--- src/rtl/sparc_exu_alu_zcc_pkg.sv ---
// ============================================================================
// Module   : sparc_exu_alu_zcc_pkg
// Brief    : Shared CCR bit positions, CCR type and reset value for the ZCC stage
// Revision : 1.0 - initial release
// ============================================================================
`default_nettype none

package sparc_exu_alu_zcc_pkg;

    localparam int ZCC_XN = 7;
    localparam int ZCC_XZ = 6;
    localparam int ZCC_XV = 5;
    localparam int ZCC_XC = 4;
    localparam int ZCC_IN = 3;
    localparam int ZCC_IZ = 2;
    localparam int ZCC_IV = 1;
    localparam int ZCC_IC = 0;

    typedef logic [7:0] ccr_t;

    localparam ccr_t CCR_RST = 8'h00;

    // Even parity: the stored bit makes the total count of ones even.
    function automatic logic ccr_par(input ccr_t v);
        return ^v;
    endfunction

endpackage

`default_nettype wire

--- src/rtl/sparc_exu_zcc_chunkz.sv ---
// ============================================================================
// Module   : sparc_exu_zcc_chunkz
// Brief    : Per-chunk NOR reduction; chunk_z[i] is set when chunk i is all zero
// Revision : 1.0 - initial release
// ============================================================================
`default_nettype none

module sparc_exu_zcc_chunkz
    import sparc_exu_alu_zcc_pkg::*;
#(
    parameter int DATA_W  = 64,
    parameter int CHUNK_W = 8
) (
    input  logic [DATA_W-1:0]         data_in,
    output logic [DATA_W/CHUNK_W-1:0] chunk_z
);

    genvar gi;
    generate
        for (gi = 0; gi < DATA_W / CHUNK_W; gi++) begin : g_chunk
            assign chunk_z[gi] = ~|data_in[gi*CHUNK_W +: CHUNK_W];
        end
    endgenerate

endmodule

`default_nettype wire

--- src/rtl/sparc_exu_alu_zcc.sv ---
// ============================================================================
// Module   : sparc_exu_alu_zcc
// Brief    : Two-stage zero detect, icc/xcc assembly and per-thread CCR file
//            with forwarding. Macro SPARC_EXU_ZCC_PARITY_EN adds CCR parity.
// Revision : 1.0 - initial release
// ============================================================================
`default_nettype none

module sparc_exu_alu_zcc
    import sparc_exu_alu_zcc_pkg::*;
#(
    parameter int NUM_THR = 4,
    parameter int DATA_W  = 64,
    parameter int CHUNK_W = 8,
    parameter int TID_W   = (NUM_THR > 1) ? $clog2(NUM_THR) : 1
) (
    input  logic              rclk,
    input  logic              arst_l,
    input  logic [DATA_W-1:0] spr_in,
    input  logic              sum63_e,
    input  logic              sum31_e,
    input  logic              cout64_e,
    input  logic              cout32_e,
    input  logic              ov64_e,
    input  logic              ov32_e,
    input  logic              vld_e,
    input  logic              ccwe_e,
    input  logic [TID_W-1:0]  tid_e,
    input  logic              stall,
    input  logic              kill_m,
    input  logic [TID_W-1:0]  rd_tid,
    output logic [7:0]        ccr_rd,
    output logic              zero64_m,
    output logic              zero32_m,
    output logic              vld_m
`ifdef SPARC_EXU_ZCC_PARITY_EN
    ,
    output logic              ccr_perr
`endif
);

    localparam int NCHUNK = DATA_W / CHUNK_W;
    localparam int NLO    = NCHUNK / 2;

    logic [NCHUNK-1:0] w_chunk_z;
    logic [NCHUNK-1:0] r_chunk_z;
    logic              r_sum63_m;
    logic              r_sum31_m;
    logic              r_cout64_m;
    logic              r_cout32_m;
    logic              r_ov64_m;
    logic              r_ov32_m;
    logic [TID_W-1:0]  r_tid_m;
    logic              r_ccwe_m;
    logic              r_vld_m;

    ccr_t              w_ccr_next;
    logic              w_we;
    ccr_t              r_ccr [NUM_THR];

    sparc_exu_zcc_chunkz #(
        .DATA_W  (DATA_W),
        .CHUNK_W (CHUNK_W)
    ) u_chunkz (
        .data_in (spr_in),
        .chunk_z (w_chunk_z)
    );

    // Chunk flags are captured even for bubbles; consumers qualify with vld_m.
    always_ff @(posedge rclk or negedge arst_l) begin
        if (!arst_l) begin
            r_chunk_z  <= '0;
            r_sum63_m  <= 1'b0;
            r_sum31_m  <= 1'b0;
            r_cout64_m <= 1'b0;
            r_cout32_m <= 1'b0;
            r_ov64_m   <= 1'b0;
            r_ov32_m   <= 1'b0;
            r_tid_m    <= '0;
            r_ccwe_m   <= 1'b0;
            r_vld_m    <= 1'b0;
        end else if (!stall) begin
            r_chunk_z  <= w_chunk_z;
            r_sum63_m  <= sum63_e;
            r_sum31_m  <= sum31_e;
            r_cout64_m <= cout64_e;
            r_cout32_m <= cout32_e;
            r_ov64_m   <= ov64_e;
            r_ov32_m   <= ov32_e;
            r_tid_m    <= tid_e;
            r_ccwe_m   <= ccwe_e;
            r_vld_m    <= vld_e;
        end
    end

    assign zero64_m = &r_chunk_z;
    assign zero32_m = &r_chunk_z[NLO-1:0];
    assign vld_m    = r_vld_m;

    always_comb begin
        w_ccr_next         = CCR_RST;
        w_ccr_next[ZCC_XN] = r_sum63_m;
        w_ccr_next[ZCC_XZ] = zero64_m;
        w_ccr_next[ZCC_XV] = r_ov64_m;
        w_ccr_next[ZCC_XC] = r_cout64_m;
        w_ccr_next[ZCC_IN] = r_sum31_m;
        w_ccr_next[ZCC_IZ] = zero32_m;
        w_ccr_next[ZCC_IV] = r_ov32_m;
        w_ccr_next[ZCC_IC] = r_cout32_m;
    end

    // A killed M op is squashed simply by not writing; the next load replaces it.
    assign w_we = r_vld_m & r_ccwe_m & ~kill_m & ~stall;

    always_ff @(posedge rclk or negedge arst_l) begin
        if (!arst_l) begin
            for (int i = 0; i < NUM_THR; i++) begin
                r_ccr[i] <= CCR_RST;
            end
        end else if (w_we) begin
            r_ccr[r_tid_m] <= w_ccr_next;
        end
    end

    always_comb begin
        ccr_rd = r_ccr[rd_tid];
        if (w_we && (r_tid_m == rd_tid)) begin
            ccr_rd = w_ccr_next;
        end
    end

`ifdef SPARC_EXU_ZCC_PARITY_EN
    logic r_par [NUM_THR];

    always_ff @(posedge rclk or negedge arst_l) begin
        if (!arst_l) begin
            for (int i = 0; i < NUM_THR; i++) begin
                r_par[i] <= ccr_par(CCR_RST);
            end
        end else if (w_we) begin
            r_par[r_tid_m] <= ccr_par(w_ccr_next);
        end
    end

    // Only the stored entry is checked; forwarded data never raises an error.
    assign ccr_perr = ccr_par(r_ccr[rd_tid]) ^ r_par[rd_tid];
`endif

endmodule

`default_nettype wire

--- config.mk ---
export PLATFORM = sky130hd
export DESIGN_NAME = sparc_exu_alu_zcc
export DESIGN_NICKNAME = d
export VERILOG_FILES = /design/src/rtl/sparc_exu_alu_zcc_pkg.sv /design/src/rtl/sparc_exu_zcc_chunkz.sv /design/src/rtl/sparc_exu_alu_zcc.sv
export SDC_FILE = /design/constraint.sdc
export NUM_CORES = 1
export LEC_CHECK = 0
export BUFFER_PORTS_ARGS = -buffer_cell sky130_fd_sc_hd__buf_2
export CAP_MARGIN = 20
export CORE_AREA = 2 2 72 91
export DETAILED_ROUTE_END_ITERATION = 8
export DIE_AREA = 0 0 74 93
export PLACE_DENSITY = 0.66
export SLEW_MARGIN = 20
export SYNTH_ARGS = -nofsm -noshare
export SYNTH_HDL_FRONTEND = slang
export SYNTH_SLANG_ARGS = --single-unit
--- constraint.sdc ---
create_clock -name rclk -period 1.6 [get_ports rclk]
set_input_delay 0.08 -clock rclk [delete_from_list [all_inputs] [get_ports rclk]]
set_output_delay 0.08 -clock rclk [all_outputs]
set_load 0.02 [all_outputs]
# After elaboration in Yosys (flattened, before gate mapping)
# Cells that the tools add are included.
# W data, S select, Z words.
[op_classes]
n_mul = 0
n_reduce_logical = 20
n_mux = 7
n_div = 0
n_eq_ne = 1
addsub = 0
shift = 0
n_lt_le_gt_ge = 3
bitwise = 7
[op_table]
columns = ["operator", "n"]
rows = [
  ["$reduce_or A8 Y1", 8],
  ["$bwmux W32", 1],
  ["$mux W8", 4],
  ["$bmux W8 S2", 1],
  ["$demux W8 S2", 1],
  ["$logic_not A1 Y1", 8],
  ["$reduce_and A8 Y1", 1],
  ["$ge A3 B3 Y1 const B", 2],
  ["$not A2 Y3", 2],
  ["$reduce_and A4 Y1", 1],
  ["$and A1 B1 Y1", 3],
  ["$lt A3 B1 Y1 const B", 1],
  ["$eq A2 B2 Y1", 1],
  ["$logic_and A1 B1 Y1", 2],
  ["$not A1 Y1", 2],
]
[totals]
output_inout_bits = 11
wordCells = 52
regBits = 50
latch_bits = 0
n_memories = 0
rom_bits = 0
in_bits = 80
ram_bits = 0

# Depth between registers and ports, before layout
# Gate-level depths: netlist of the first run.
[logic_depth]
depth_word = 6
mapped_depth = 5
ltp_nobuf = 3

# Cells and area by module
# From an unflattened synthesis of the first run, not the netlist that was laid out.
[unflattened]
cells_unflattened = 160
hier_area_um2 = 2376.0
[modules_own_cells]
columns = ["module", "n_inst", "cells_each", "area_each_um2"]
rows = [
  ["sparc_exu_alu_zcc", 1, 136, 2225.9],
  ["sparc_exu_zcc_chunkz", 1, 24, 150.1],
]

# Worst setup path before layout of the first run
# OpenSTA, ideal clock, no wires.
[synth_timing]
kind = "reg2out"
from = "reg r_chunk_z[2]"
to = "out ccr_rd[6]"
path_slack_ps = -40
n_path_buf = 2
stages_incl_launch_ff = 6
arrival_time_ps = 1560
cell_sequence = "dfrtp_1 > and4_1 > clkbuf_1 > and2_1 > clkbuf_1 > mux2_2"
[synth_between]
elab_chain_len = 2
[synth_lines]
columns = ["item", "line", "rtl"]
rows = [
  ["from (decl)", "sparc_exu_alu_zcc.sv:46", "logic [NCHUNK-1:0] r_chunk_z;"],
  ["from (signal assigned)", "sparc_exu_alu_zcc.sv:83", "r_chunk_z <= w_chunk_z;"],
  ["$reduce_and A8 Y1", "sparc_exu_alu_zcc.sv:96", "assign zero64_m = &r_chunk_z;"],
  ["net zero64_m", "sparc_exu_alu_zcc.sv:33", "output logic zero64_m,"],
  ["$mux W8", "sparc_exu_alu_zcc.sv:127", "if (w_we && (r_tid_m == rd_tid)) begin"],
  ["to (decl)", "sparc_exu_alu_zcc.sv:32", "output logic [7:0] ccr_rd,"],
]
# The timed path passes the listed nets, and every way through them passes these cells.

# Worst setup path after layout of the first run
[layout_timing]
from = "reg r_tid_m[1]"
to = "out ccr_rd[7]"
[layout_between]
elab_chain_len = 3
[layout_lines]
columns = ["item", "line", "rtl"]
rows = [
  ["from (decl)", "sparc_exu_alu_zcc.sv:53", "logic [TID_W-1:0] r_tid_m;"],
  ["from (signal assigned)", "sparc_exu_alu_zcc.sv:90", "r_tid_m <= tid_e;"],
  ["$eq A2 B2 Y1", "sparc_exu_alu_zcc.sv:127", ""],
  ["$logic_and A1 B1 Y1", "sparc_exu_alu_zcc.sv:127", ""],
  ["$mux W8", "sparc_exu_alu_zcc.sv:127", ""],
]
# Every way passes these cells.

==> results of run 1 <==
## sequential cells by signal, summed over array words and instances (netlist names)
register / flops
vld_m: 1
r_cout64_m: 1
r_sum31_m: 1
r_ov64_m: 1
r_tid_m: 2
r_ov32_m: 1
r_ccr: 32
r_chunk_z: 8
r_ccwe_m: 1
r_sum63_m: 1
r_cout32_m: 1
## path summary, 6_finish.rpt
path,start,endpoint,slack (ns),cells past startpoint
worst max-delay path,r_tid_m[1]$_DFFE_PN0N_,ccr_rd[7],-0.12,5
worst min-delay path,ccwe_e,r_ccwe_m$_DFFE_PN0N_,0.009,2
worst max register to register,vld_m$_DFFE_PN0N_,r_ccr[24]$_DFFE_PN0P_,-0.02,5
worst min register to register,r_chunk_z[7]$_DFFE_PN0N_,r_chunk_z[7]$_DFFE_PN0N_,0.48,2
max in group asynchronous,arst_l,r_tid_m[1]$_DFFE_PN0N_,0.76,3
min in group asynchronous,arst_l,r_ccr[4]$_DFFE_PN0P_,0.24,2
## worst max-delay path, cell delays in order, from the launching register on
cell	delay (ns)
dfrtp_2	0.44
xnor2_2	0.20
nand3_4	0.11
buf_12	0.16
mux2_4	0.30
buf_6	0.13
## layer usage
layer  track usage  part of all wire
met2        0.2917              0.54
met5             0                 0
met1        0.1838              0.39
met3       0.03448             0.052
met4       0.05000             0.015
## through the flow
step                area (sq um)  hold WS (ns)
floorplan                   2335       -0.2156
global placement            2997       0.04485
detailed placement          2997       0.05180
CTS                         3297     0.0006048
global route                3331      0.006827
finish                      3331      0.008849
## cells in the mapped netlist (all sizes together)
cell type,count
mux4,8
xnor2,2
buf,4
nand2,16
o21ai,8
nor3b,1
and2,1
nor4,16
dfrtp,50
and4,2
mux2,50
and4bb,1
nand3b,2
clkbuf,6
nand3,2
## power groups by stage
stage / Sequential, mW / Combinational, mW / Clock (mW)
after floorplan: 1.57 / 0.456 / 0
after global placement: 1.61 / 0.661 / 0
after detailed placement: 1.62 / 0.675 / 0
after CTS: 1.59 / 0.806 / 1.07
after global routing: 1.62 / 0.871 / 1.12
final: 1.60 / 0.805 / 1.04
## cell type report
cell class                 instances  share of cell area
sequential                        50              0.3764
tap                               85             0.03193
clock inverter                     3             0.02066
clock buffer                       5             0.02066
multi-input combinational        109              0.3321
timing repair buffer             113              0.2183
## what timing repair did
action                                 CTS  global route
buffers inserted                         4             2
resized for setup                       27             2
setup endpoints to repair                8            21
endpoints found under the hold margin   20             0
pin swaps                                1             2
hold buffers                             4             0
## logic make-up after synthesis
family	after synthesis	synth area share
mux	58	0.3185
flops	50	0.5362
compound gates	8	0.01716
buf+inv	10	0.01769
simple gates	41	0.1030
xor+xnor	2	0.007508
==> impl_metrics.env, run 1 <==
export IMPL_clock_latency_ns=0.30
export IMPL_clkTransAtPathRegs_ns=0.09
export IMPL_grt_max_degree=27
export IMPL_dp_worst_setup_slack_ns=0.05548
export IMPL_place_inst=347
export IMPL_final_setup_skew_ns=0.007472
export IMPL_pwr_share_seq=0.464
export IMPL_p_leak_nw=1.610
export IMPL_via_count=1762
export IMPL_cts_tree="yes"
export IMPL_power_mw=3.438
export IMPL_path_max_fanout=7
export IMPL_status="finished with violations"
export IMPL_p_int_mw=2.618
export IMPL_ys_ff_latch=50
export IMPL_rsz0062_at_grt="yes"
export IMPL_yosysSeqAreaShare=0.5362
export IMPL_grt_first_pass_wirelength_mm=8.335
export IMPL_layout_commonest_cell="buf_2"
export IMPL_cts_sinks=50
export IMPL_grt_pass1_vias=1764
export IMPL_die_area_sq_um=6882
export IMPL_nFillCells=526
export IMPL_synth_area_sq_um=2333
export IMPL_cp_data_arrival_time_ns=1.64
export IMPL_drt_wirelength_per_cell_um=13.81
export IMPL_violations="setup timing"
export IMPL_utilization=0.5509
export IMPL_start_kind="register"
export IMPL_cts_root_buffer="clkbuf_8"
export IMPL_comb_power_share=0.234
export IMPL_swShare=0.2385
export IMPL_power_density_nw_per_um2=1032
export IMPL_synthesis_nets=249
export IMPL_crit_type="reg2out"
export IMPL_final_nets=359
export IMPL_finalSetupTns_ns=-0.9408
export IMPL_rows=32
export IMPL_yosys_top_cells_area="dfrtp_1 54%, mux2_2 24%, mux4_2 7.7%"
export IMPL_ir_drop_mv=0.3854
export IMPL_synth_largest_area_cell="dfrtp_1"
export IMPL_die_w_um=74
export IMPL_ant_nets=0
export IMPL_required_ns=1.52
export IMPL_period_needed_ns=1.717
export IMPL_drive_gt1_frac=0.6500
export IMPL_drc=0
export IMPL_drt_iter0_markers=62
export IMPL_antenna_found_initial=0
export IMPL_p_switching_uw=819.8
export IMPL_routed_wl_mm=5.040
export IMPL_core_sq_um=6046
export IMPL_min_period_over_period=1.073
export IMPL_cap_violations=0
export IMPL_dp_hpwl_mm=3.831
export IMPL_timing_final_ws_setup_ns=-0.1167
export IMPL_die_h_um=93
export IMPL_setup_violations_final=15
export IMPL_syn_inst=169
export IMPL_synth_top_cell_area_share=0.5362
export IMPL_instances_no_fill=365
export IMPL_ff_latch_area_sq_um=1254
export IMPL_grt_usage=0.1606
export IMPL_io_pins=91
export IMPL_tightest_slew_ns=0.4310
export IMPL_synth_cell_types=16
export IMPL_fmax_mhz=582.5
export IMPL_cts_inserted_buffers=5
export IMPL_synth_warnings=0
export IMPL_viasPerCell=4.827
export IMPL_final_cell_mix="83 x buf_2, 48 x dfrtp_1, 43 x mux2_2, 16 x nor4_1, 16 x nand2_1"
export IMPL_clkPwrFrac=0.302
export IMPL_multi_input_area_sq_um=1106
export IMPL_finalHoldViolations=0
export IMPL_place_congestion=0.7661
export IMPL_avgSynthCellArea_sq_um=13.81
export IMPL_initial_core_util=0.3860
export IMPL_endpoint_kind="primary output"
export IMPL_cts_max_path_buffers=2
export IMPL_slew_viol_final=0
export IMPL_placement_io_buffers=90
export IMPL_grt_ovfl_total=0
export IMPL_hp_class="in2reg"
export IMPL_diodes=0
export IMPL_area_growth_pct=42.73
export IMPL_first_pass_iters=4
export IMPL_relSlewSlack=0.7126
export IMPL_h_tree_depth=2
(Power assumes the default switching activity.)
==> run 2: changes to the inputs <==
RECOVER_POWER = 50   (was default)
==> run 2 against run 1 <==
Against the previous run: the run still ends with setup timing left; maximum frequency down 0.26%; core utilization barely moved; routed wire length fell by 0.12%; first-iteration DRC count shrank 4.8%; final cell count unchanged; clock skew down 0.0013 ns.
==> impl_metrics.env, run 2 (same netlist as run 1, synthesis figures left out) <==
export IMPL_comb_power_share=0.234
export IMPL_clkPwrFrac=0.301
export IMPL_setup_violations_final=15
export IMPL_clkTransAtPathRegs_ns=0.09
export IMPL_cts_max_path_buffers=2
export IMPL_timing_rr_end="r_ccr[24]$_DFFE_PN0P_"
export IMPL_start_kind="register"
export IMPL_routed_wl_mm=5.034
export IMPL_critPathSlowestCell="dfrtp_2"
export IMPL_violations="setup timing"
export IMPL_die_h_um=93
export IMPL_core_sq_um=6046
export IMPL_via_count=1756
export IMPL_drc=0
export IMPL_grt_first_pass_wirelength_mm=8.335
export IMPL_dp_hpwl_mm=3.831
export IMPL_first_pass_iters=4
export IMPL_largest_reg_flops=32
export IMPL_layout_commonest_cell="buf_2"
export IMPL_final_nets=359
export IMPL_cts_tree="yes"
export IMPL_required_ns=1.52
export IMPL_die_w_um=74
export IMPL_hp_class="in2reg"
export IMPL_drt_iter0_markers=59
export IMPL_p_switching_uw=818.1
export IMPL_path_max_fanout=7
export IMPL_viasPerCell=4.811
export IMPL_rows=32
export IMPL_status="finished with violations"
export IMPL_rrSetupSlack_ns=-0.01
export IMPL_relSlewSlack=0.3057
export IMPL_final_cell_mix="82 x buf_2, 48 x dfrtp_1, 43 x mux2_2, 16 x nor4_1, 16 x nand2_1"
export IMPL_nFillCells=526
export IMPL_grt_max_degree=27
export IMPL_clock_latency_ns=0.30
export IMPL_fin_area_sq_um=3329
export IMPL_period_needed_ns=1.721
export IMPL_regMostFlops="r_ccr"
export IMPL_grt_usage=0.1606
export IMPL_rsz0062_at_grt="yes"
export IMPL_drt_wirelength_per_cell_um=13.79
export IMPL_ant_nets=0
export IMPL_grt_ovfl_total=0
export IMPL_swShare=0.2382
export IMPL_power_density_nw_per_um2=1032
export IMPL_pwr_share_seq=0.464
export IMPL_worstRegToRegCells=5
export IMPL_endpoint_kind="primary output"
export IMPL_slew_viol_final=0
export IMPL_drive_gt1_frac=0.6464
export IMPL_diodes=0
export IMPL_min_period_over_period=1.076
export IMPL_postPlaceCellArea_sq_um=2997
export IMPL_cts_sinks=50
export IMPL_holdPathEnd="r_ov32_m$_DFFE_PN0N_"
export IMPL_placement_io_buffers=90
export IMPL_ir_drop_mv=0.3848
export IMPL_cp_data_arrival_time_ns=1.64
export IMPL_die_area_sq_um=6882
export IMPL_grt_pass1_vias=1764
export IMPL_p_int_mw=2.617
export IMPL_cts_root_buffer="clkbuf_8"
export IMPL_io_pins=91
export IMPL_cap_violations=0
export IMPL_max_stage_delay_ns=0.44
export IMPL_h_tree_depth=2
export IMPL_cts_inserted_buffers=5
export IMPL_dp_worst_setup_slack_ns=0.05548
export IMPL_timing_rr_start="vld_m$_DFFE_PN0N_"
export IMPL_cp_cell_sequence="xnor2_2 > nand3_4 > buf_12 > mux2_4 > buf_6"
export IMPL_fmax_mhz=581.0
export IMPL_final_setup_skew_ns=0.006183
export IMPL_crit_type="reg2out"
export IMPL_tightest_slew_ns=1.041
export IMPL_hold_path_depth=2
export IMPL_place_congestion=0.7661
export IMPL_area_growth_pct=42.68
export IMPL_finalHoldViolations=0
export IMPL_min_from="ov32_e"
export IMPL_largestRegisters="r_ccr (32), r_chunk_z (8), r_tid_m (2)"
export IMPL_timing_final_ws_setup_ns=-0.1212
export IMPL_initial_core_util=0.3860
export IMPL_p_leak_nw=1.607
export IMPL_antenna_found_initial=0
-- run 2: worst max path at each step --
stage                           startpoint                     to  slack [ns]  cells past startpoint
floorplan                vld_m$_DFFE_PN0N_  r_ccr[24]$_DFFE_PN0P_       0.006                      4
global placement         vld_m$_DFFE_PN0N_  r_ccr[30]$_DFFE_PN0P_        0.12                      4
detailed placement       vld_m$_DFFE_PN0N_  r_ccr[27]$_DFFE_PN0P_        0.06                      4
CTS                   r_ccwe_m$_DFFE_PN0N_              ccr_rd[7]       -0.12                      5
global route        r_tid_m[1]$_DFFE_PN0N_              ccr_rd[7]       -0.20                      5
finish              r_tid_m[1]$_DFFE_PN0N_              ccr_rd[7]       -0.12                      5
-- run 2: worst max-delay path, delay by kind of cell, from the launching register on --
kind                   cells  cell delay, ns
flip-flops                 1            0.44
buffers and inverters      2            0.29
AND/OR/NAND/NOR            1            0.11
multiplexers               1            0.30
XOR/XNOR                   1            0.20
-- run 2: what timing repair did --
action,CTS,global route
gates resized for setup,27,2
setup buffers,4,2
hold buffers,4,0
endpoints found under the hold margin,20,0
endpoints found under the setup margin,8,21
pin swaps,1,2
-- run 2: power by group through the flow --
stage	combinational, mW	clock [mW]	sequential [mW]
3_3_place_gp	0.661	0	1.61
2_1_floorplan	0.456	0	1.57
3_5_place_dp	0.675	0	1.62
6_report	0.804	1.04	1.60
4_1_cts	0.806	1.07	1.59
5_1_grt	0.870	1.12	1.62
-- run 2: final cells by class --
type                    count  area (sq um)  share of cell area
clock inverters             3         68.82             0.02067
repair buffers            113         725.7              0.2180
clock buffers               5         68.82             0.02067
multi-input cells         109          1106              0.3322
well taps                  85         106.4             0.03194
flip-flops and latches     50          1254              0.3765
-- run 2: per-layer routing --
layer  global-route usage  vias to the layer above  share of wire
li1                     -                      848              -
met1               0.1838                      834           0.40
met2               0.2917                       69           0.54
met3              0.03448                        5          0.053
met4              0.05000                        0          0.014
met5                    0                        -              0
-- run 2: stage by stage --
stage / cells / hold slack [ns] / TNS [ns] / total power, mW / utilization
global placement: 347 / 0.04485 / 0 / 2.273 / 0.4957
global route: 365 / 0.006827 / -1.984 / 3.618 / 0.5507
CTS: 363 / 0.0006048 / -0.8640 / 3.470 / 0.5453
detailed placement: 347 / 0.05180 / 0 / 2.300 / 0.4957
finish: 365 / 0.007546 / -0.9083 / 3.435 / 0.5507
floorplan: 169 / -0.2156 / 0 / 2.031 / -
==> run 3: changes to the inputs <==
SETUP_SLACK_MARGIN = 0.5   (was default)
SLEW_MARGIN = default   (was 20)
==> run 3 against run 2 <==
Against the previous run: the run still ends with setup timing left; maximum frequency increased by 1.0%; non-clock buffer count shrank 1; design area increased by 1.7%.
==> impl_metrics.env, run 3 (same netlist as run 1, synthesis figures left out) <==
export IMPL_status="finished with violations"
export IMPL_violations="setup timing"
export IMPL_final_cell_mix="79 x buf_2, 47 x dfrtp_1, 26 x mux2_4, 24 x mux2_2"
export IMPL_rsz0062_at_grt="yes"
export IMPL_die_h_um=93
export IMPL_power_mw=3.322
export IMPL_cap_violations=0
export IMPL_grt_max_degree=27
export IMPL_hp_class="in2reg"
export IMPL_final_nets=358
export IMPL_fmax_mhz=587.0
export IMPL_drt_wirelength_per_cell_um=13.78
export IMPL_ir_drop_mv=0.4627
export IMPL_diodes=0
export IMPL_rows=32
export IMPL_required_ns=1.52
export IMPL_postPlaceCellArea_sq_um=3007
export IMPL_place_congestion=0.7332
export IMPL_fin_area_sq_um=3387
export IMPL_max_stage_delay_ns=0.43
export IMPL_largest_reg_flops=32
export IMPL_start_kind="register"
export IMPL_cp_cell_sequence="xnor2_2 > nand3_2 > buf_12 > mux2_4 > buf_6"
export IMPL_grt_first_pass_wirelength_mm=8.362
export IMPL_critPathSlowestCell="dfrtp_2"
export IMPL_dp_hpwl_mm=3.642
export IMPL_power_density_nw_per_um2=980.7
export IMPL_grt_ovfl_total=0
export IMPL_clkTransAtPathRegs_ns=0.09
export IMPL_drt_iter0_markers=107
export IMPL_finalHoldViolations=0
export IMPL_via_count=1780
export IMPL_grt_pass1_vias=1791
export IMPL_holdWs_ns=0.005972
export IMPL_finalSetupTns_ns=-0.7724
export IMPL_die_w_um=74
export IMPL_timing_rr_start="vld_m$_DFFE_PN0N_"
export IMPL_slew_viol_final=0
export IMPL_p_leak_nw=1.674
export IMPL_grt_usage=0.1607
export IMPL_period_needed_ns=1.703
export IMPL_final_setup_skew_ns=0.008758
export IMPL_path_max_fanout=8
export IMPL_io_pins=91
export IMPL_timing_rr_end="r_ccr[15]$_DFFE_PN0P_"
export IMPL_h_tree_depth=2
export IMPL_crit_type="reg2out"
export IMPL_initial_core_util=0.3860
export IMPL_area_growth_pct=45.15
export IMPL_cts_inserted_buffers=5
export IMPL_p_switching_uw=802.6
export IMPL_cts_root_buffer="clkbuf_8"
export IMPL_drive_gt1_frac=0.6487
export IMPL_first_pass_iters=4
export IMPL_core_sq_um=6046
export IMPL_min_period_over_period=1.065
export IMPL_swShare=0.2416
export IMPL_cts_tree="yes"
export IMPL_layout_commonest_cell="buf_2"
export IMPL_largestRegisters="r_ccr (32), r_chunk_z (8), r_tid_m (2)"
export IMPL_regMostFlops="r_ccr"
export IMPL_p_int_mw=2.519
export IMPL_crit_buf_inv=2
export IMPL_die_area_sq_um=6882
export IMPL_path_delay_family="flip-flops"
export IMPL_ant_nets=0
export IMPL_routed_wl_mm=5.017
export IMPL_tightest_slew_ns=1.074
export IMPL_drc=0
export IMPL_holdPathEnd="r_ov64_m$_DFFE_PN0N_"
export IMPL_timing_final_ws_setup_ns=-0.1034
export IMPL_comb_power_share=0.260
export IMPL_worstRegToRegCells=5
export IMPL_endpoint_kind="primary output"
export IMPL_clkPwrFrac=0.259
export IMPL_viasPerCell=4.890
export IMPL_cp_data_arrival_time_ns=1.62
export IMPL_cts_max_path_buffers=2
export IMPL_rrSetupSlack_ns=0.04
export IMPL_clock_latency_ns=0.30
export IMPL_placement_io_buffers=90
export IMPL_min_from="ov64_e"
export IMPL_antenna_found_initial=0
export IMPL_setup_violations_final=8
export IMPL_pwr_share_seq=0.481
export IMPL_cts_sinks=50
export IMPL_hold_path_depth=2
export IMPL_relSlewSlack=0.2843
==> run 3: changes by cell type in the layout (fill, tap and decap cells not counted), moves of 2 or more <==
cell	delta
buf_2	-3
buf_6	+4
nand3_2	+2
mux2_2	-19
clkbuf_1	+2
buf_4	-4
mux2_4	+19
==> run 3: cell type report <==
cell class / instances / area (sq um)
sequential: 50 / 1255
clock buffer: 7 / 76.32
timing repair buffer: 112 / 750.7
multi-input combinational: 109 / 1169
clock inverter: 1 / 30.03
fill: 513 / 2659
tap: 85 / 106.4
==> run 3: worst max path at each step <==
stage | start | endpoint | depth (start not counted)
floorplan | vld_m$_DFFE_PN0N_ | r_ccr[24]$_DFFE_PN0P_ | 4
detailed placement | vld_m$_DFFE_PN0N_ | ccr_rd[4] | 5
finish | r_tid_m[1]$_DFFE_PN0N_ | ccr_rd[4] | 5
CTS | vld_m$_DFFE_PN0N_ | ccr_rd[4] | 5
global placement | vld_m$_DFFE_PN0N_ | ccr_rd[2] | 5
global route | r_tid_m[1]$_DFFE_PN0N_ | ccr_rd[4] | 5
==> run 3: what timing repair did <==
| action | in CTS | in global routing |
|---|---|---|
| pin swaps | 2 | 1 |
| hold buffers | 2 | 3 |
| hold endpoints to repair | 19 | 3 |
| setup buffers | 5 | 2 |
| gates resized for setup | 54 | 0 |
| endpoints found under the setup margin | 42 | 42 |
==> run 3: stage by stage <==
step,cells,util,setup WS [ns]
2_1_floorplan,169,-,0.05181
3_5_place_dp,344,0.4973,0.1104
3_3_place_gp,344,0.4973,0.1302
4_1_cts,359,0.5551,-0.09452
5_1_grt,364,0.5602,-0.1646
6_report,364,0.5602,-0.1034
==> run 3: power groups by stage <==
stage / combinational [mW] / clock (mW) / sequential (mW)
after floorplan: 0.465 / 0 / 1.58
after global placement: 0.664 / 0 / 1.62
after detailed placement: 0.680 / 0 / 1.63
after CTS: 0.873 / 0.884 / 1.60
after global routing: 0.931 / 0.933 / 1.63
final: 0.862 / 0.860 / 1.60
==> run 3: metal layers <==
| metal | part of all wire | up-vias | routed length (um) | track usage |
|---|---|---|---|---|
| met5 | 0 | - | 0 | 0 |
| met2 | 0.51 | 67 | 2545 | 0.2731 |
| li1 | - | 853 | - | - |
| met4 | 0.013 | 0 | 63 | 0.04545 |
| met3 | 0.061 | 5 | 304 | 0.04203 |
| met1 | 0.42 | 855 | 2103 | 0.1987 |
